## src/rtl/usb2_ep_router_pkg.sv

```systemverilog
// Shared definitions for the USB 2.0 endpoint router: FSM encoding, select
// width, drain timeout default and the data-toggle sequencing helper.
package usb2_ep_router_pkg;

   localparam int SEL_W         = 4;
   localparam int DRAIN_TMO_DEF = 255;

   typedef enum logic [1:0] {
      ST_IDLE   = 2'd0,
      ST_ACTIVE = 2'd1,
      ST_DRAIN  = 2'd2
   } state_e;

   // Normal endpoints alternate DATA0/DATA1; high-bandwidth ones cycle 0,1,2.
   function automatic logic [1:0] next_toggle(input logic [1:0] cur, input logic hb);
      if (hb) return (cur >= 2'd2) ? 2'd0 : cur + 2'd1;
      return (cur == 2'd0) ? 2'd1 : 2'd0;
   endfunction

endpackage

```

## src/rtl/usb2_ep_router_if.sv

```systemverilog
// Packet-layer side of the endpoint buffer handshakes. The packet layer is the
// master; the router is the slave and answers from the current endpoint.
interface usb2_ep_router_if #(
   parameter int ADDR_W = 9,
   parameter int LEN_W  = 10
);
   logic [ADDR_W-1:0] buf_in_addr;
   logic [7:0]        buf_in_data;
   logic              buf_in_wren;
   logic              buf_in_commit;
   logic [LEN_W-1:0]  buf_in_commit_len;
   logic              buf_in_ready;
   logic              buf_in_commit_ack;

   logic [ADDR_W-1:0] buf_out_addr;
   logic              buf_out_arm;
   logic [7:0]        buf_out_q;
   logic [LEN_W-1:0]  buf_out_len;
   logic              buf_out_hasdata;
   logic              buf_out_arm_ack;

   modport master (
      output buf_in_addr, buf_in_data, buf_in_wren, buf_in_commit, buf_in_commit_len,
      output buf_out_addr, buf_out_arm,
      input  buf_in_ready, buf_in_commit_ack,
      input  buf_out_q, buf_out_len, buf_out_hasdata, buf_out_arm_ack
   );

   modport slave (
      input  buf_in_addr, buf_in_data, buf_in_wren, buf_in_commit, buf_in_commit_len,
      input  buf_out_addr, buf_out_arm,
      output buf_in_ready, buf_in_commit_ack,
      output buf_out_q, buf_out_len, buf_out_hasdata, buf_out_arm_ack
   );
endinterface

```

## src/rtl/usb2_ep_router_toggle_bank.sv

```systemverilog
// Per-endpoint data-toggle and halt registers. Clears beat advances, and a
// halt request beats a halt release arriving in the same cycle.
module usb2_ep_router_toggle_bank
   import usb2_ep_router_pkg::*;
#(
   parameter int                NUM_EP  = 4,
   parameter logic [NUM_EP-1:0] HB_MASK = '0
) (
   input  logic                  phy_clk,
   input  logic                  reset,
   input  logic [NUM_EP-1:0]     act,
   input  logic [NUM_EP-1:0]     toggle_clr,
   input  logic [NUM_EP-1:0]     halt_set,
   input  logic [NUM_EP-1:0]     halt_clr,
   output logic [NUM_EP-1:0][1:0] toggle,
   output logic [NUM_EP-1:0]     halted
);

   // NOTE: clocked state uses non-blocking assignments so every register
   // samples the pre-edge values regardless of statement order.
   always_ff @(posedge phy_clk) begin
      if (reset) begin
         toggle <= '0;
         halted <= '0;
      end else begin
         for (int e = 0; e < NUM_EP; e++) begin
            if (halt_set[e])      halted[e] <= 1'b1;
            else if (halt_clr[e]) halted[e] <= 1'b0;

            if (toggle_clr[e] || halt_clr[e]) toggle[e] <= 2'd0;
            else if (act[e])                  toggle[e] <= next_toggle(toggle[e], HB_MASK[e]);
         end
      end
   end

endmodule

```

## src/rtl/usb2_ep_router.sv

```systemverilog
// Routes one transaction at a time between the packet layer and the selected
// endpoint buffer, holding the route until outstanding commit/arm acks return.
module usb2_ep_router
   import usb2_ep_router_pkg::*;
#(
   parameter int                NUM_EP    = 4,
   parameter logic [NUM_EP-1:0] OUT_MASK  = 4'b0101,
   parameter logic [NUM_EP-1:0] IN_MASK   = 4'b0011,
   parameter logic [NUM_EP-1:0] HB_MASK   = 4'b0000,
   parameter int                ADDR_W    = 9,
   parameter int                LEN_W     = 10,
   parameter int                DRAIN_TMO = DRAIN_TMO_DEF
) (
   input  logic                       phy_clk,
   input  logic                       reset,
   input  logic [SEL_W-1:0]           sel_endp,
   input  logic                       sel_valid,
   input  logic                       txn_done,
   output logic                       sel_busy,
   output logic                       sel_nak,
   output logic                       err_bad_endp,
   output logic                       err_timeout,
   usb2_ep_router_if.slave            pkt,
   input  logic                       data_toggle_act,
   output logic [1:0]                 data_toggle,
   input  logic [NUM_EP-1:0]          toggle_clr,
   input  logic [NUM_EP-1:0]          halt_set,
   input  logic [NUM_EP-1:0]          halt_clr,
   output logic [NUM_EP-1:0]          ep_halted,
   output logic [NUM_EP*ADDR_W-1:0]   ep_in_addr,
   output logic [NUM_EP*8-1:0]        ep_in_data,
   output logic [NUM_EP-1:0]          ep_in_wren,
   output logic [NUM_EP-1:0]          ep_in_commit,
   output logic [NUM_EP*LEN_W-1:0]    ep_in_commit_len,
   input  logic [NUM_EP-1:0]          ep_in_ready,
   input  logic [NUM_EP-1:0]          ep_in_commit_ack,
   output logic [NUM_EP*ADDR_W-1:0]   ep_out_addr,
   output logic [NUM_EP-1:0]          ep_out_arm,
   input  logic [NUM_EP*8-1:0]        ep_out_q,
   input  logic [NUM_EP*LEN_W-1:0]    ep_out_len,
   input  logic [NUM_EP-1:0]          ep_out_hasdata,
   input  logic [NUM_EP-1:0]          ep_out_arm_ack
);

   localparam logic [7:0] TMO_CNT = 8'(DRAIN_TMO);

   state_e            state, state_nxt;
   logic [SEL_W-1:0]  cur_ep, cur_ep_nxt;
   logic              commit_pend, commit_pend_nxt, arm_pend, arm_pend_nxt;
   logic [7:0]        cnt, cnt_nxt;
   logic              nak_nxt, bad_nxt, tmo_nxt;

   logic                   active, sel_ok, sel_halted;
   logic [NUM_EP-1:0]      sel_vec, in_en, out_en;
   logic [NUM_EP-1:0][1:0] toggle;
   logic                   in_ready, commit_ack, out_hasdata, arm_ack;
   logic [7:0]             out_q;
   logic [LEN_W-1:0]       out_len;
   logic [1:0]             tog;
   logic                   commit_left, arm_left, outstanding;

   assign active   = (state != ST_IDLE);
   assign sel_busy = active;

   // NOTE: every always_comb output gets a default before any branch, so no
   // path can leave a value held and infer a latch.
   always_comb begin
      sel_vec    = '0;
      sel_ok     = 1'b0;
      sel_halted = 1'b0;
      for (int e = 0; e < NUM_EP; e++) begin
         sel_vec[e] = active && (cur_ep == SEL_W'(e));
         if (sel_endp == SEL_W'(e)) begin
            sel_ok     = IN_MASK[e] | OUT_MASK[e];
            sel_halted = ep_halted[e];
         end
      end
   end

   assign in_en  = sel_vec & OUT_MASK;
   assign out_en = sel_vec & IN_MASK;

   always_comb begin
      ep_in_addr       = '0;
      ep_in_data       = '0;
      ep_in_commit_len = '0;
      ep_out_addr      = '0;
      in_ready         = 1'b0;
      commit_ack       = 1'b0;
      out_q            = '0;
      out_len          = '0;
      out_hasdata      = 1'b0;
      arm_ack          = 1'b0;
      tog              = '0;
      for (int e = 0; e < NUM_EP; e++) begin
         if (in_en[e]) begin
            ep_in_addr[e*ADDR_W +: ADDR_W]     = pkt.buf_in_addr;
            ep_in_data[e*8 +: 8]               = pkt.buf_in_data;
            ep_in_commit_len[e*LEN_W +: LEN_W] = pkt.buf_in_commit_len;
            in_ready   = ep_in_ready[e];
            commit_ack = ep_in_commit_ack[e];
         end
         if (out_en[e]) begin
            ep_out_addr[e*ADDR_W +: ADDR_W] = pkt.buf_out_addr;
            out_q       = ep_out_q[e*8 +: 8];
            out_len     = ep_out_len[e*LEN_W +: LEN_W];
            out_hasdata = ep_out_hasdata[e];
            arm_ack     = ep_out_arm_ack[e];
         end
         if (sel_vec[e]) tog = toggle[e];
      end
   end

   assign ep_in_wren            = in_en  & {NUM_EP{pkt.buf_in_wren}};
   assign ep_in_commit          = in_en  & {NUM_EP{pkt.buf_in_commit}};
   assign ep_out_arm            = out_en & {NUM_EP{pkt.buf_out_arm}};
   assign pkt.buf_in_ready      = in_ready;
   assign pkt.buf_in_commit_ack = commit_ack;
   assign pkt.buf_out_q         = out_q;
   assign pkt.buf_out_len       = out_len;
   assign pkt.buf_out_hasdata   = out_hasdata;
   assign pkt.buf_out_arm_ack   = arm_ack;
   assign data_toggle           = tog;

   // An ack in the same cycle as its request or as txn_done counts as cleared.
   assign commit_left = (commit_pend | (pkt.buf_in_commit & |in_en))  & ~commit_ack;
   assign arm_left    = (arm_pend    | (pkt.buf_out_arm   & |out_en)) & ~arm_ack;
   assign outstanding = commit_left | arm_left;

   always_comb begin
      state_nxt       = state;
      cur_ep_nxt      = cur_ep;
      cnt_nxt         = cnt;
      commit_pend_nxt = commit_left;
      arm_pend_nxt    = arm_left;
      nak_nxt         = 1'b0;
      bad_nxt         = 1'b0;
      tmo_nxt         = 1'b0;
      unique case (state)
         ST_IDLE: begin
            commit_pend_nxt = 1'b0;
            arm_pend_nxt    = 1'b0;
            if (sel_valid) begin
               if (!sel_ok)         bad_nxt = 1'b1;
               else if (sel_halted) nak_nxt = 1'b1;
               else begin
                  cur_ep_nxt = sel_endp;
                  state_nxt  = ST_ACTIVE;
               end
            end
         end
         ST_ACTIVE: begin
            if (txn_done) begin
               state_nxt = outstanding ? ST_DRAIN : ST_IDLE;
               cnt_nxt   = '0;
            end
         end
         ST_DRAIN: begin
            cnt_nxt = cnt + 8'd1;
            if (!outstanding) state_nxt = ST_IDLE;
            else if (cnt_nxt == TMO_CNT) begin
               tmo_nxt   = 1'b1;
               state_nxt = ST_IDLE;
            end
         end
         default: state_nxt = ST_IDLE;
      endcase
   end

   always_ff @(posedge phy_clk) begin
      if (reset) begin
         state        <= ST_IDLE;
         cur_ep       <= '0;
         cnt          <= '0;
         commit_pend  <= 1'b0;
         arm_pend     <= 1'b0;
         sel_nak      <= 1'b0;
         err_bad_endp <= 1'b0;
         err_timeout  <= 1'b0;
      end else begin
         state        <= state_nxt;
         cur_ep       <= cur_ep_nxt;
         cnt          <= cnt_nxt;
         commit_pend  <= commit_pend_nxt;
         arm_pend     <= arm_pend_nxt;
         sel_nak      <= nak_nxt;
         err_bad_endp <= bad_nxt;
         err_timeout  <= tmo_nxt;
      end
   end

   usb2_ep_router_toggle_bank #(
      .NUM_EP  (NUM_EP),
      .HB_MASK (HB_MASK)
   ) u_toggle_bank (
      .phy_clk    (phy_clk),
      .reset      (reset),
      .act        (sel_vec & {NUM_EP{data_toggle_act}}),
      .toggle_clr (toggle_clr),
      .halt_set   (halt_set),
      .halt_clr   (halt_clr),
      .toggle     (toggle),
      .halted     (ep_halted)
   );

endmodule

```

## src/flat_wrapper.sv

```systemverilog
// flat-port wrapper written by rule: the top's interface ports become plain ports
module usb2_ep_router_flat import usb2_ep_router_pkg::*;
#(
   parameter int                NUM_EP    = 4,
   parameter logic [NUM_EP-1:0] OUT_MASK  = 4'b0101,
   parameter logic [NUM_EP-1:0] IN_MASK   = 4'b0011,
   parameter logic [NUM_EP-1:0] HB_MASK   = 4'b0000,
   parameter int                ADDR_W    = 9,
   parameter int                LEN_W     = 10,
   parameter int                DRAIN_TMO = DRAIN_TMO_DEF
)
  (phy_clk, reset, sel_endp, sel_valid, txn_done, sel_busy, sel_nak, err_bad_endp, err_timeout, data_toggle_act, data_toggle, toggle_clr, halt_set, halt_clr, ep_halted, ep_in_addr, ep_in_data, ep_in_wren, ep_in_commit, ep_in_commit_len, ep_in_ready, ep_in_commit_ack, ep_out_addr, ep_out_arm, ep_out_q, ep_out_len, ep_out_hasdata, ep_out_arm_ack, pkt_buf_in_addr, pkt_buf_in_data, pkt_buf_in_wren, pkt_buf_in_commit, pkt_buf_in_commit_len, pkt_buf_out_addr, pkt_buf_out_arm, pkt_buf_in_ready, pkt_buf_in_commit_ack, pkt_buf_out_q, pkt_buf_out_len, pkt_buf_out_hasdata, pkt_buf_out_arm_ack);
  usb2_ep_router_if #(.ADDR_W(ADDR_W), .LEN_W(LEN_W)) pkt_i ();
  input  logic phy_clk;
  input  logic reset;
  input  logic [SEL_W-1:0] sel_endp;
  input  logic sel_valid;
  input  logic txn_done;
  output logic sel_busy;
  output logic sel_nak;
  output logic err_bad_endp;
  output logic err_timeout;
  input  logic data_toggle_act;
  output logic [1:0] data_toggle;
  input  logic [NUM_EP-1:0] toggle_clr;
  input  logic [NUM_EP-1:0] halt_set;
  input  logic [NUM_EP-1:0] halt_clr;
  output logic [NUM_EP-1:0] ep_halted;
  output logic [NUM_EP*ADDR_W-1:0] ep_in_addr;
  output logic [NUM_EP*8-1:0] ep_in_data;
  output logic [NUM_EP-1:0] ep_in_wren;
  output logic [NUM_EP-1:0] ep_in_commit;
  output logic [NUM_EP*LEN_W-1:0] ep_in_commit_len;
  input  logic [NUM_EP-1:0] ep_in_ready;
  input  logic [NUM_EP-1:0] ep_in_commit_ack;
  output logic [NUM_EP*ADDR_W-1:0] ep_out_addr;
  output logic [NUM_EP-1:0] ep_out_arm;
  input  logic [NUM_EP*8-1:0] ep_out_q;
  input  logic [NUM_EP*LEN_W-1:0] ep_out_len;
  input  logic [NUM_EP-1:0] ep_out_hasdata;
  input  logic [NUM_EP-1:0] ep_out_arm_ack;
  input wire logic [$bits(pkt_i.buf_in_addr)-1:0] pkt_buf_in_addr;
  input wire logic [$bits(pkt_i.buf_in_data)-1:0] pkt_buf_in_data;
  input wire logic [$bits(pkt_i.buf_in_wren)-1:0] pkt_buf_in_wren;
  input wire logic [$bits(pkt_i.buf_in_commit)-1:0] pkt_buf_in_commit;
  input wire logic [$bits(pkt_i.buf_in_commit_len)-1:0] pkt_buf_in_commit_len;
  input wire logic [$bits(pkt_i.buf_out_addr)-1:0] pkt_buf_out_addr;
  input wire logic [$bits(pkt_i.buf_out_arm)-1:0] pkt_buf_out_arm;
  output wire logic [$bits(pkt_i.buf_in_ready)-1:0] pkt_buf_in_ready;
  output wire logic [$bits(pkt_i.buf_in_commit_ack)-1:0] pkt_buf_in_commit_ack;
  output wire logic [$bits(pkt_i.buf_out_q)-1:0] pkt_buf_out_q;
  output wire logic [$bits(pkt_i.buf_out_len)-1:0] pkt_buf_out_len;
  output wire logic [$bits(pkt_i.buf_out_hasdata)-1:0] pkt_buf_out_hasdata;
  output wire logic [$bits(pkt_i.buf_out_arm_ack)-1:0] pkt_buf_out_arm_ack;
  assign pkt_i.buf_in_addr = pkt_buf_in_addr;
  assign pkt_i.buf_in_data = pkt_buf_in_data;
  assign pkt_i.buf_in_wren = pkt_buf_in_wren;
  assign pkt_i.buf_in_commit = pkt_buf_in_commit;
  assign pkt_i.buf_in_commit_len = pkt_buf_in_commit_len;
  assign pkt_i.buf_out_addr = pkt_buf_out_addr;
  assign pkt_i.buf_out_arm = pkt_buf_out_arm;
  assign pkt_buf_in_ready = pkt_i.buf_in_ready;
  assign pkt_buf_in_commit_ack = pkt_i.buf_in_commit_ack;
  assign pkt_buf_out_q = pkt_i.buf_out_q;
  assign pkt_buf_out_len = pkt_i.buf_out_len;
  assign pkt_buf_out_hasdata = pkt_i.buf_out_hasdata;
  assign pkt_buf_out_arm_ack = pkt_i.buf_out_arm_ack;
  usb2_ep_router #(.NUM_EP(NUM_EP), .OUT_MASK(OUT_MASK), .IN_MASK(IN_MASK), .HB_MASK(HB_MASK), .ADDR_W(ADDR_W), .LEN_W(LEN_W), .DRAIN_TMO(DRAIN_TMO)) u_core (.phy_clk(phy_clk), .reset(reset), .sel_endp(sel_endp), .sel_valid(sel_valid), .txn_done(txn_done), .sel_busy(sel_busy), .sel_nak(sel_nak), .err_bad_endp(err_bad_endp), .err_timeout(err_timeout), .pkt(pkt_i), .data_toggle_act(data_toggle_act), .data_toggle(data_toggle), .toggle_clr(toggle_clr), .halt_set(halt_set), .halt_clr(halt_clr), .ep_halted(ep_halted), .ep_in_addr(ep_in_addr), .ep_in_data(ep_in_data), .ep_in_wren(ep_in_wren), .ep_in_commit(ep_in_commit), .ep_in_commit_len(ep_in_commit_len), .ep_in_ready(ep_in_ready), .ep_in_commit_ack(ep_in_commit_ack), .ep_out_addr(ep_out_addr), .ep_out_arm(ep_out_arm), .ep_out_q(ep_out_q), .ep_out_len(ep_out_len), .ep_out_hasdata(ep_out_hasdata), .ep_out_arm_ack(ep_out_arm_ack));
endmodule
```

## config.mk

```make
export PLATFORM = sky130hd
export DESIGN_NAME = usb2_ep_router_flat
export DESIGN_NICKNAME = d
export VERILOG_FILES = /design/src/rtl/usb2_ep_router_pkg.sv /design/src/rtl/usb2_ep_router_if.sv /design/src/rtl/usb2_ep_router_toggle_bank.sv /design/src/rtl/usb2_ep_router.sv /design/src/flat_wrapper.sv
export SDC_FILE = /design/constraint.sdc
export NUM_CORES = 1
export LEC_CHECK = 0
export CORE_AREA = 2 2 131 133
export DETAILED_ROUTE_END_ITERATION = 8
export DIE_AREA = 0 0 133 135
export GPL_TIMING_DRIVEN = 0
export HOLD_SLACK_MARGIN = 0.1
export PLACE_DENSITY = 0.65
export SYNTH_ARGS = -nofsm -noshare
export SYNTH_HDL_FRONTEND = slang
export SYNTH_HIERARCHICAL = 1
export SYNTH_SLANG_ARGS = --single-unit
```

## constraint.sdc

```tcl
create_clock -name phy_clk -period 5.21 [get_ports phy_clk]
set_clock_uncertainty 0.15 [all_clocks]
set_input_delay 1.3025 -clock phy_clk [delete_from_list [all_inputs] [get_ports phy_clk]]
set_output_delay 1.3025 -clock phy_clk [all_outputs]
set_load 0.005 [all_outputs]
```

## Word level (Yosys, flattened, before mapping)

Index checks and enable logic that the tools add are counted.

- Bits in registers: 31
- Bits of input ports: 148
- Logic and storage cells: 141

- $add $sub $neg: 1
- Equality and inequality tests: 14
- Multiplexer cells: 57
- Bitwise gates (word level): 19
- Reductions and logical operators: 34

Operator list:

| cell | number |
|---|---|
| 2-to-1 mux 10 bit | 4 |
| 2-to-1 mux 8 bit | 5 |
| 2-to-1 mux 9 bit | 4 |
| 2-to-1 mux 1 bit | 31 |
| 2-to-1 mux 2 bit | 11 |
| equality test 4 x 2 -> 1 bit, second input constant | 4 |
| case mux 8 bit (2 select lines) | 1 |
| OR reduction 2 bit | 7 |
| nonzero test 2 bit | 6 |
| logical NOT 2 bit | 5 |
| adder 8 x 1 -> 8 bit, second input constant | 1 |
| AND 3 x 4 -> 4 bit | 2 |
| equality test 4 x 1 -> 1 bit, second input constant | 2 |
| equality test 8 bit, second input constant | 1 |
| logical NOT 4 bit | 2 |
| NOT 1 bit | 8 |
| != test 2 bit, second input constant | 3 |
| case mux 2 bit (3 select lines) | 1 |
| OR reduction 3 bit | 2 |
| AND reduction 5 bit | 1 |
| AND 1 bit | 4 |
| AND 2 x 4 -> 4 bit | 1 |
| AND 4 bit | 1 |
| logical AND 1 bit | 4 |
| other kinds (9) | 14 |

## Longest topological paths before layout

Gate-level depths: netlist of run 1.

- Depth after elaboration: 10
- Mapped depth: 9
- Gate-level depth less buffers: 7

## Modules after synthesis

Netlist of run 1, hierarchy kept.

Modules (own cells, without submodules):

| module | times used | cells an instance | area an instance (um^2) | sequential area each (um^2) |
|---|---|---|---|---|
| usb2_ep_router | 1 | 347 | 2638.8 | 380.4 |
| usb2_ep_router_toggle_bank | 1 | 34 | 344.1 | 160.2 |

## Worst setup path after synthesis of run 1

Ideal clock, no wire load.

- Path kind: input port to output port
- Start point: in ep_in_commit_ack[2]
- End point: out pkt_buf_in_commit_ack
- Arrival: 1599 ps
- Setup slack: 2158 ps
- Stages: 2
- Cell sequence: mux2i_1 -> nor4_2

- Cells in the longest elaborated chain, start to end: 1

RTL lines:

| what | RTL line | text |
|---|---|---|
| from (decl) | flat_wrapper.sv:35 | `input logic [NUM_EP-1:0] ep_in_commit_ack;` |
| 2-to-1 mux 1 bit | usb2_ep_router.sv:96 | `if (in_en[e]) begin` |
| to (decl) | flat_wrapper.sv:50 | `output wire logic [$bits(pkt_i.buf_in_commit_ack)-1:0] pkt_buf_in_commit_ack;` |

Every way passes these cells.

## Worst setup path in the final report of run 1

- Start point: in ep_in_commit_ack[0]
- End point: out pkt_buf_in_commit_ack

- Cells in the longest elaborated chain, start to end: 2

RTL lines:

| what | RTL line |
|---|---|
| 2-to-1 mux 1 bit (2 in series) | usb2_ep_router.sv:96 |

Every way passes these cells.

==> flow_summary_export.csv, run 1 <==
group,metric,value,unit
placement,dp_hpwl,10070,µm
timing,finalSetupViolCount,0,
timing,hold_violations,0,
finish,syn_to_final_growth,93.12,%
finish,final_area,0.005761,mm²
pwr,vdd_ir_drop_max,0.1025,mV
cts,clock_latency,0.26,ns
worst_setup_path,worstSetupStartpointType,"primary input",
die,die_w,133,µm
route,via_count,3221,
global_route,grt_max_degree,16,
die,die_h,135,µm
yosys,syn-cell-area,0.002983,mm²
yosys,synth_edf_count,0,
finish,diodes,0,
finish,fin_nets,828,
die,fp-row-count,47,
cts,post_cts_buffers,0,
cts,path_clk_slew,0.06,ns
worst_setup_path,crit_arrival,2.74,ns
route,avgRoutedWirePerCell,13.10,µm
die,io_pins,336,
die,initial_utilization,18.18,%
placement,gp_congestion,0.7960,
die,core,0.01641,mm²
placement,placed_area,0.005680,mm²
cts,cts_tree,"done",
yosys,synth_seq_cells,27,
pwr,p_per_area,104.4,mW/mm²
global_route,grtUsageTotal,11.88,%
global_route,grt_antenna_before_repair,0,
timing,grt_setup_unrepaired,"no",
finish,drive_above_1_share,17.58,%
cts,cts_inserted_buffers,3,
worst_setup_path,end_kind,"output pin",
yosys,avgSynthCellArea,7.829,µm²
cts,clk_path_buf_depth,2,
pwr,p_leak,2.475,nW
timing,fin_crit_sh,80.43,%
global_route,grt_pass1_vias,2816,
timing,holdWs,0.3281,ns
yosys,yosys_warnings,6,
global_route,grt_pass1_wl,16700,µm
yosys,synth_cells,381,
worst_setup_path,critPathMaxFanout,3,
route,wl_met1,4911,µm
timing,final.setup.worst_slack,1.020,ns
cts,cts_resized,0,
global_route,grt_overflow,0,
route,drtIter0Drc,117,
placement,place_ws,0.9865,ns
worst_setup_path,cp.required,3.76,ns
worst_setup_path,r2r_setup_slack,3.01,ns
route,via_per_inst,3.591,
route,wl_met2,5864,µm
cts,cts_sinks,27,
timing,slew_violations,0,
placement,io_buffer_count,212,
run,drv_cap,0,
cts,hold_buffers,0,
cts,h-tree-depth,1,
route,met3WireLength,905,µm
die,dieArea,0.01796,mm²
cts,cts-root-buf,"clkbuf_16",
timing,fmax,238.6,MHz
route,highest_layer,"met4",
yosys,synth_async_sr_flop_share,0,%
route,drt_pre_antenna_iters,4,
worst_setup_path,critPathKind,"primary input to output pin",
yosys,synth_flop_cell,"dfxtp_1",
route,drc,0,
timing,final.setup.tns,0,ns
route,routed_wl,11750,µm
yosys,yosysUniqueCellTypes,54,
route,ant_nets,0,
timing,layout_min_cycle_time,4.190,ns
worst_hold_path,hold_class,"register to register",
status,outcome,"complete, no violations",
yosys,yosysSeqAreaShare,18.12,%
-- layout by cell type (no fill, tap or decap), drive strengths merged, types with 3 or more instances in the layout --
master           n
nor4             9
nor3             3
mux2i           23
and3            15
nand3            7
buf             97
clkbuf          11
conb            82
and2            71
xnor2            4
a41oi            3
inv             11
clkdlybuf4s50  212
xor2             5
nand2            6
nor2            35
dfxtp           27
a21oi            8
a2111oi          3
nand2b           6
nand4            3
-- cells in the mapped netlist, types with 2 or more instances --
master / number / area [µm²]
xnor2_1: 4 / 35.03
nand3_1: 7 / 35.03
nor4_2: 4 / 50.05
mux2i_1: 23 / 230.2
buf_2: 11 / 55.05
mux4_2: 2 / 45.04
nor2_1: 33 / 123.9
nand2_1: 6 / 22.52
nand4_1: 3 / 18.77
buf_4: 82 / 615.6
a21boi_0: 2 / 15.01
nor4_1: 4 / 25.02
o31ai_1: 2 / 15.01
and3_1: 15 / 93.84
nor3_1: 2 / 10.01
o21ai_1: 2 / 10.01
o21a_1: 2 / 15.01
a2111oi_1: 3 / 30.03
dfxtp_1: 27 / 540.5
clkbuf_2: 4 / 20.02
a21oi_1: 8 / 40.04
nor3b_1: 2 / 15.01
and2_1: 71 / 444.2
conb_1: 2 / 7.510
nor2b_1: 2 / 12.51
ha_1: 2 / 25.02
nand3b_1: 2 / 15.01
inv_1: 10 / 37.54
a31oi_1: 2 / 12.51
nand2b_1: 6 / 37.54
xor2_1: 5 / 43.79
a41oi_1: 3 / 26.28
buf_6: 4 / 45.04
clkbuf_1: 4 / 15.01
-- layer usage --
metal | vias up | GRT usage, %
met1 | 1372 | 15.27
met4 | 0 | 2.151
li1 | 1696 | -
met2 | 147 | 20.81
met3 | 6 | 2.365
met5 | - | 0
-- worst max-delay path, cell delays in order --
cell	delay, ns
clkdlybuf4s50_1	0.46
mux2i_1	0.08
nor4_2	0.31
clkdlybuf4s50_1	0.58
-- logic make-up (layout without fill, tap and decap cells) --
family,Yosys count,count (layout),synth area share (%)
and+or+nand+nor,167,167,33.89
buffers and inverters,117,333,26.85
AOI/OAI and AO/OA,30,30,7.299
muxes,27,27,10.11
DFF,27,27,18.12
xor gates and xnor gates,9,9,2.642
adders and majority gates,2,2,0.8388
other,2,82,0.2518
-- registers in the layout (all words and copies together) (netlist names) --
name / flops
u_core/err_timeout: 1
u_core/commit_pend: 1
u_core/sel_nak: 1
u_core/state: 2
u_core/err_bad_endp: 1
u_core/arm_pend: 1
u_core/u_toggle_bank/toggle: 4
u_core/cur_ep: 4
u_core/u_toggle_bank/halted: 4
u_core/cnt: 8
-- area by class of cell --
cell class	instances	area [µm²]
multi-input cells	317	1942
repair buffers	212	2122
clock inverters	1	5.005
plain buffers	106	759.5
fillers	1717	10650
inverters	11	41.29
well taps	220	275.3
clock buffers	3	75.07
flip-flops and latches	27	540.5
-- path summary, 6_finish.rpt --
check                                                            startpoint                                     endpoint  cells after the start
worst max-delay path                                    ep_in_commit_ack[0]                        pkt_buf_in_commit_ack                      4
worst min-delay path            u_core/u_toggle_bank/halted[3]$_SDFFE_PP0P_  u_core/u_toggle_bank/halted[3]$_SDFFE_PP0P_                      2
worst max register to register                u_core/cur_ep[2]$_SDFFE_PP0P_  u_core/u_toggle_bank/toggle[2]$_SDFFE_PP0P_                      7
worst min register to register  u_core/u_toggle_bank/halted[3]$_SDFFE_PP0P_  u_core/u_toggle_bank/halted[3]$_SDFFE_PP0P_                      2
-- metrics by stage --
stage / utilization, % / total power [mW] / instances
global placement: 34.62 / 0.4289 / 893
finish: 35.11 / 0.6016 / 897
CTS: 35.11 / 0.6087 / 897
global route: 35.11 / 0.6354 / 897
floorplan: - / 0.3132 / 461
detailed placement: 34.62 / 0.4295 / 893
-- where the power goes --
part | switching, mW | internal (mW) | leakage (nW)
clock | 0.0718 | 0.104 | 0.0409
combinational | 0.0708 | 0.144 | 2.22
sequential | 0.00242 | 0.209 | 0.219
(Power assumes the default switching activity.)
==> inputs of run 2 (changes only) <==
CORE_AREA = 2 2 130 132   (was 2 2 131 133)
DIE_AREA = 0 0 132 134   (was 0 0 133 135)
PLACE_DENSITY = 0.66   (was 0.65)
clock period = 4.1 ns   (was 5.21 ns; I/O delays follow)
==> flow_summary_export.csv, run 2 (synthesized netlist as in run 1, its figures left out) <==
group,metric,value,unit
route,drtIter0Drc,131,
finish,syn_to_final_growth,93.08,%
worst_setup_path,r2r_setup_slack,1.88,ns
placement,dp_hpwl,9967,µm
global_route,grt_max_degree,15,
cts,cts_resized,0,
die,die_w,132,µm
timing,slew_violations,0,
pwr,p_per_area,132.5,mW/mm²
worst_setup_path,cp.required,2.92,ns
route,avgRoutedWirePerCell,12.87,µm
route,via_per_inst,3.660,
run,drv_cap,0,
worst_setup_path,crit_path_end,"ep_out_addr[15]",
cts,path_clk_slew,0.07,ns
global_route,grt_overflow,0,
cts,cts_sinks,27,
route,drt_pre_antenna_iters,6,
cts,clock_latency,0.26,ns
route,routed_wl,11540,µm
route,via_count,3283,
die,die_h,134,µm
die,initial_utilization,18.31,%
route,drc,0,
worst_setup_path,critPathMaxFanout,10,
placement,io_buffer_count,212,
cts,hold_buffers,0,
finish,final_area,0.005759,mm²
worst_setup_path,end_kind,"output pin",
global_route,grt_antenna_before_repair,0,
pwr,vdd_ir_drop_max,0.1452,mV
route,ant_nets,0,
cts,post_cts_buffers,0,
pwr,p_leak,2.473,nW
die,core,0.01629,mm²
die,dieArea,0.01769,mm²
worst_setup_path,reg2reg_to,"u_core/u_toggle_bank/toggle[2]$_SDFFE_PP0P_",
worst_setup_path,cp-startpoint,"u_core/cur_ep[2]$_SDFFE_PP0P_",
worst_setup_path,crit_arrival,2.50,ns
timing,finalSetupViolCount,0,
worst_setup_path,reg2regPathDepth,7,
finish,n_fill_cell,1699,
finish,drive_above_1_share,17.43,%
timing,fmax,271.7,MHz
timing,fin_crit_sh,89.75,%
timing,final.setup.tns,0,ns
placement,dp_cells,893,
cts,clk_path_buf_depth,2,
finish,final_cell_mix,"212 x clkdlybuf4s50_1, 82 x buf_4, 82 x conb_1, 71 x and2_1, 33 x nor2_1",
global_route,grtUsageTotal,11.80,%
finish,fin_nets,828,
cts,cts_tree,"done",
die,fp-row-count,47,
finish,fin_cells,897,
finish,top_register,"u_core/cnt",
placement,gp_congestion,0.7674,
worst_hold_path,hold_class,"register to register",
timing,holdWs,0.3238,ns
finish,largest_reg_flops,8,
timing,layout_min_cycle_time,3.680,ns
worst_setup_path,worstSetupStartpointType,"register",
placement,placed_area,0.005680,mm²
cts,cts-root-buf,"clkbuf_16",
finish,diodes,0,
die,io_pins,336,
timing,grt_setup_unrepaired,"no",
finish,layout_commonest_cell,"clkdlybuf4s50_1",
cts,cts_inserted_buffers,3,
worst_setup_path,critPathKind,"register to output pin",
worst_setup_path,worstReg2RegStart,"u_core/cur_ep[2]$_SDFFE_PP0P_",
global_route,grt_pass1_wl,16580,µm
finish,postLayoutCoreUtil,35.36,%
status,outcome,"complete, no violations",
global_route,grt_pass1_vias,2795,
cts,h-tree-depth,1,
timing,hold_violations,0,
## run 2: metrics by stage
step                power [mW]  setup WS [ns]
floorplan               0.3979          1.603
global placement        0.5427         0.4545
detailed placement      0.5439         0.4605
CTS                     0.7710         0.4011
global route            0.8043         0.2861
finish                  0.7628         0.4201
## run 2: metal layers
layer	up-vias	GRT usage [%]	routed length [µm]
met5	-	0	0
met3	8	2.003	751
li1	1703	-	-
met2	135	20.52	5598
met4	0	2.355	150
met1	1437	15.41	5041
## run 2: layout make-up
| type | instances | area, µm² | share of cell area [%] |
|---|---|---|---|
| buffer | 106 | 759.5 | 13.19 |
| timing repair buffer | 212 | 2122 | 36.85 |
| sequential | 27 | 540.5 | 9.385 |
| multi-input combinational | 317 | 1942 | 33.72 |
| tap | 220 | 275.3 | 4.779 |
| inverter | 11 | 41.29 | 0.7169 |
| clock buffer | 4 | 78.83 | 1.369 |
## run 2: worst min path at each step
stage / depth (start not counted) / startpoint / slack (ns) / endpoint
after CTS: 2 / u_core/u_toggle_bank/halted[3]$_SDFFE_PP0P_ / 0.32 / u_core/u_toggle_bank/halted[3]$_SDFFE_PP0P_
final: 2 / u_core/u_toggle_bank/halted[3]$_SDFFE_PP0P_ / 0.32 / u_core/u_toggle_bank/halted[3]$_SDFFE_PP0P_
after detailed placement: 2 / u_core/u_toggle_bank/halted[3]$_SDFFE_PP0P_ / 0.31 / u_core/u_toggle_bank/halted[3]$_SDFFE_PP0P_
after global placement: 2 / u_core/u_toggle_bank/halted[3]$_SDFFE_PP0P_ / 0.31 / u_core/u_toggle_bank/halted[3]$_SDFFE_PP0P_
after global routing: 1 / u_core/cur_ep[2]$_SDFFE_PP0P_ / 0.36 / u_core/cur_ep[2]$_SDFFE_PP0P_
after floorplan: 1 / u_core/cur_ep[3]$_SDFFE_PP0P_ / 0.31 / u_core/cur_ep[3]$_SDFFE_PP0P_
## run 2: critical path, cell delays in order (launching register included)
cell,delay [ns]
dfxtp_1,0.31
nor2_1,0.35
nand2_1,0.19
nor2_1,0.24
clkbuf_1,0.41
and3_1,0.23
clkdlybuf4s50_1,0.51
## run 2: where the power goes
| group | switching [mW] | internal, mW |
|---|---|---|
| clock | 0.0894 | 0.133 |
| sequential | 0.00286 | 0.266 |
| combinational | 0.0890 | 0.182 |
==> inputs of run 3 (changes only) <==
CORE_AREA = 2 2 132 134   (was 2 2 130 132)
DIE_AREA = 0 0 134 136   (was 0 0 132 134)
DONT_BUFFER_PORTS = 1   (was default)
PLACE_DENSITY = 0.39   (was 0.66)
SKIP_LAST_GASP = 1   (was default)
clock period = 4.08 ns   (was 4.1 ns; I/O delays follow)
==> flow_summary_export.csv, run 3 (synthesized netlist as in run 1, its figures left out) <==
group,metric,value,unit
worst_setup_path,cp-startpoint,"u_core/cur_ep[2]$_SDFFE_PP0P_",
worst_setup_path,slowest_stage,"clkbuf_1",
placement,io_buffer_count,0,
cts,h-tree-depth,1,
finish,top_register,"u_core/cnt",
cts,cts_inserted_buffers,3,
worst_setup_path,crit_arrival,2.05,ns
timing,layout_min_cycle_time,3.222,ns
global_route,grt_pass1_wl,15510,µm
finish,drive_above_1_share,25.59,%
worst_setup_path,end_kind,"output pin",
worst_hold_path,hold_depth,1,
cts,clk_path_buf_depth,2,
finish,largest_reg_flops,8,
global_route,grt_antenna_before_repair,0,
die,fp-row-count,48,
timing,slew_violations,0,
worst_setup_path,cpMostUsedCell,"nor2_1",
timing,fmax,310.3,MHz
pwr,p_per_area,179.0,mW/mm²
run,drv_cap,0,
pwr,p_leak,1.701,nW
worst_setup_path,reg2reg_to,"u_core/u_toggle_bank/toggle[0]$_SDFFE_PP0P_",
die,io_pins,336,
route,via_per_inst,3.797,
placement,dp_cells,686,
route,drc,0,
timing,grt_setup_unrepaired,"no",
route,ant_nets,0,
worst_setup_path,critPathMaxFanout,10,
route,routed_wl,11670,µm
status,outcome,"complete, no violations",
cts,post_cts_buffers,0,
placement,dp_hpwl,10230,µm
worst_setup_path,cp.required,2.91,ns
timing,worst_pin_slew,0.5760,ns
die,die_h,136,µm
finish,diodes,0,
worst_hold_path,hold_class,"register to register",
worst_hold_path,min_to,"u_core/cur_ep[3]$_SDFFE_PP0P_",
route,drtIter0Drc,86,
timing,hold_violations,0,
die,core,0.01688,mm²
worst_setup_path,worstReg2RegStart,"u_core/cur_ep[2]$_SDFFE_PP0P_",
finish,fin_nets,616,
cts,hold_buffers,0,
route,via_count,2620,
finish,syn_to_final_growth,22.32,%
global_route,grt_overflow,0,
cts,cts_tree,"done",
finish,fin_cells,690,
global_route,grt_pass1_vias,2280,
worst_setup_path,reg2regPathDepth,7,
cts,cts_sinks,27,
timing,finalSetupViolCount,0,
worst_setup_path,critPathKind,"register to output pin",
route,drt_pre_antenna_iters,4,
die,die_w,134,µm
worst_hold_path,hp-start,"u_core/cur_ep[3]$_SDFFE_PP0P_",
finish,final_cell_mix,"82 x buf_4, 82 x conb_1, 71 x and2_1, 33 x nor2_1, 27 x dfxtp_1",
timing,final.setup.tns,0,ns
cts,cts_resized,0,
global_route,grtUsageTotal,11.36,%
timing,fin_crit_sh,78.98,%
die,dieArea,0.01822,mm²
cts,path_clk_slew,0.08,ns
worst_setup_path,slowest_delay,0.46,ns
route,avgRoutedWirePerCell,16.91,µm
die,initial_utilization,17.67,%
pwr,vdd_ir_drop_max,0.1578,mV
global_route,grt_max_degree,18,
cts,cts-root-buf,"clkbuf_16",
timing,relSlewSlack,61.60,%
worst_setup_path,crit_chain,"nor2_1, nand2_1, nor2_1, clkbuf_1, and3_1",
worst_setup_path,worstSetupStartpointType,"register",
worst_setup_path,r2r_setup_slack,1.87,ns
placement,gp_congestion,0.7423,
cts,clock_latency,0.27,ns
## run 3: changes by cell type in the layout (fill, tap and decap cells not counted), sizes merged
cell	change
inv	+1
clkdlybuf4s50	-212
clkbuf	-1
## run 3: through the flow
stage / worst slack [ns] / utilization [%] / hold WS (ns) / area (µm²) / power [mW]
after floorplan: 1.593 / - / 0.3119 / 3283 / 0.3999
after global placement: 1.119 / 21.12 / 0.3207 / 3565 / 0.4151
after detailed placement: 1.086 / 21.12 / 0.3257 / 3565 / 0.4158
after CTS: 0.7886 / 21.62 / 0.3371 / 3649 / 0.6594
after global routing: 0.7066 / 21.62 / 0.3557 / 3649 / 0.6887
final: 0.8577 / 21.62 / 0.3357 / 3649 / 0.6532
## run 3: report_power, final
group          internal [mW]  total (mW)  leakage (nW)  switching [mW]
Clock                  0.136       0.240        0.0415           0.104
Combinational         0.0769       0.142          1.44          0.0646
Sequential             0.267       0.271         0.219         0.00397
## run 3: critical path: cells and delay by family (launching register included)
family	cells	cell delay, ns
buf+inv	1	0.46
flops	1	0.32
simple gates	4	1.00
## run 3: worst max-delay path by stage
stage / cells past startpoint / to / slack (ns)
after floorplan: 2 / pkt_buf_in_commit_ack / 1.59
final: 5 / ep_out_addr[14] / 0.86
after CTS: 5 / ep_in_data[0] / 0.79
after global routing: 5 / ep_out_addr[14] / 0.71
after global placement: 5 / ep_out_addr[3] / 1.12
after detailed placement: 5 / ep_in_data[0] / 1.09
## run 3: cell type report
type                    count  area (µm²)
clock inverters             1       8.758
well taps                 225       281.5
fillers                  1907       13230
clock buffers               3       75.07
inverters                  11       41.29
plain buffers             106       759.5
flip-flops and latches     27       540.5
multi-input cells         317        1942
## run 3: layer usage
metal,up-vias,global-route usage (%),wire [µm]
li1,1263,-,-
met1,1224,14.44,4697
met2,131,20.91,6164
met3,2,1.790,787
met4,0,1.064,19
met5,-,0,0
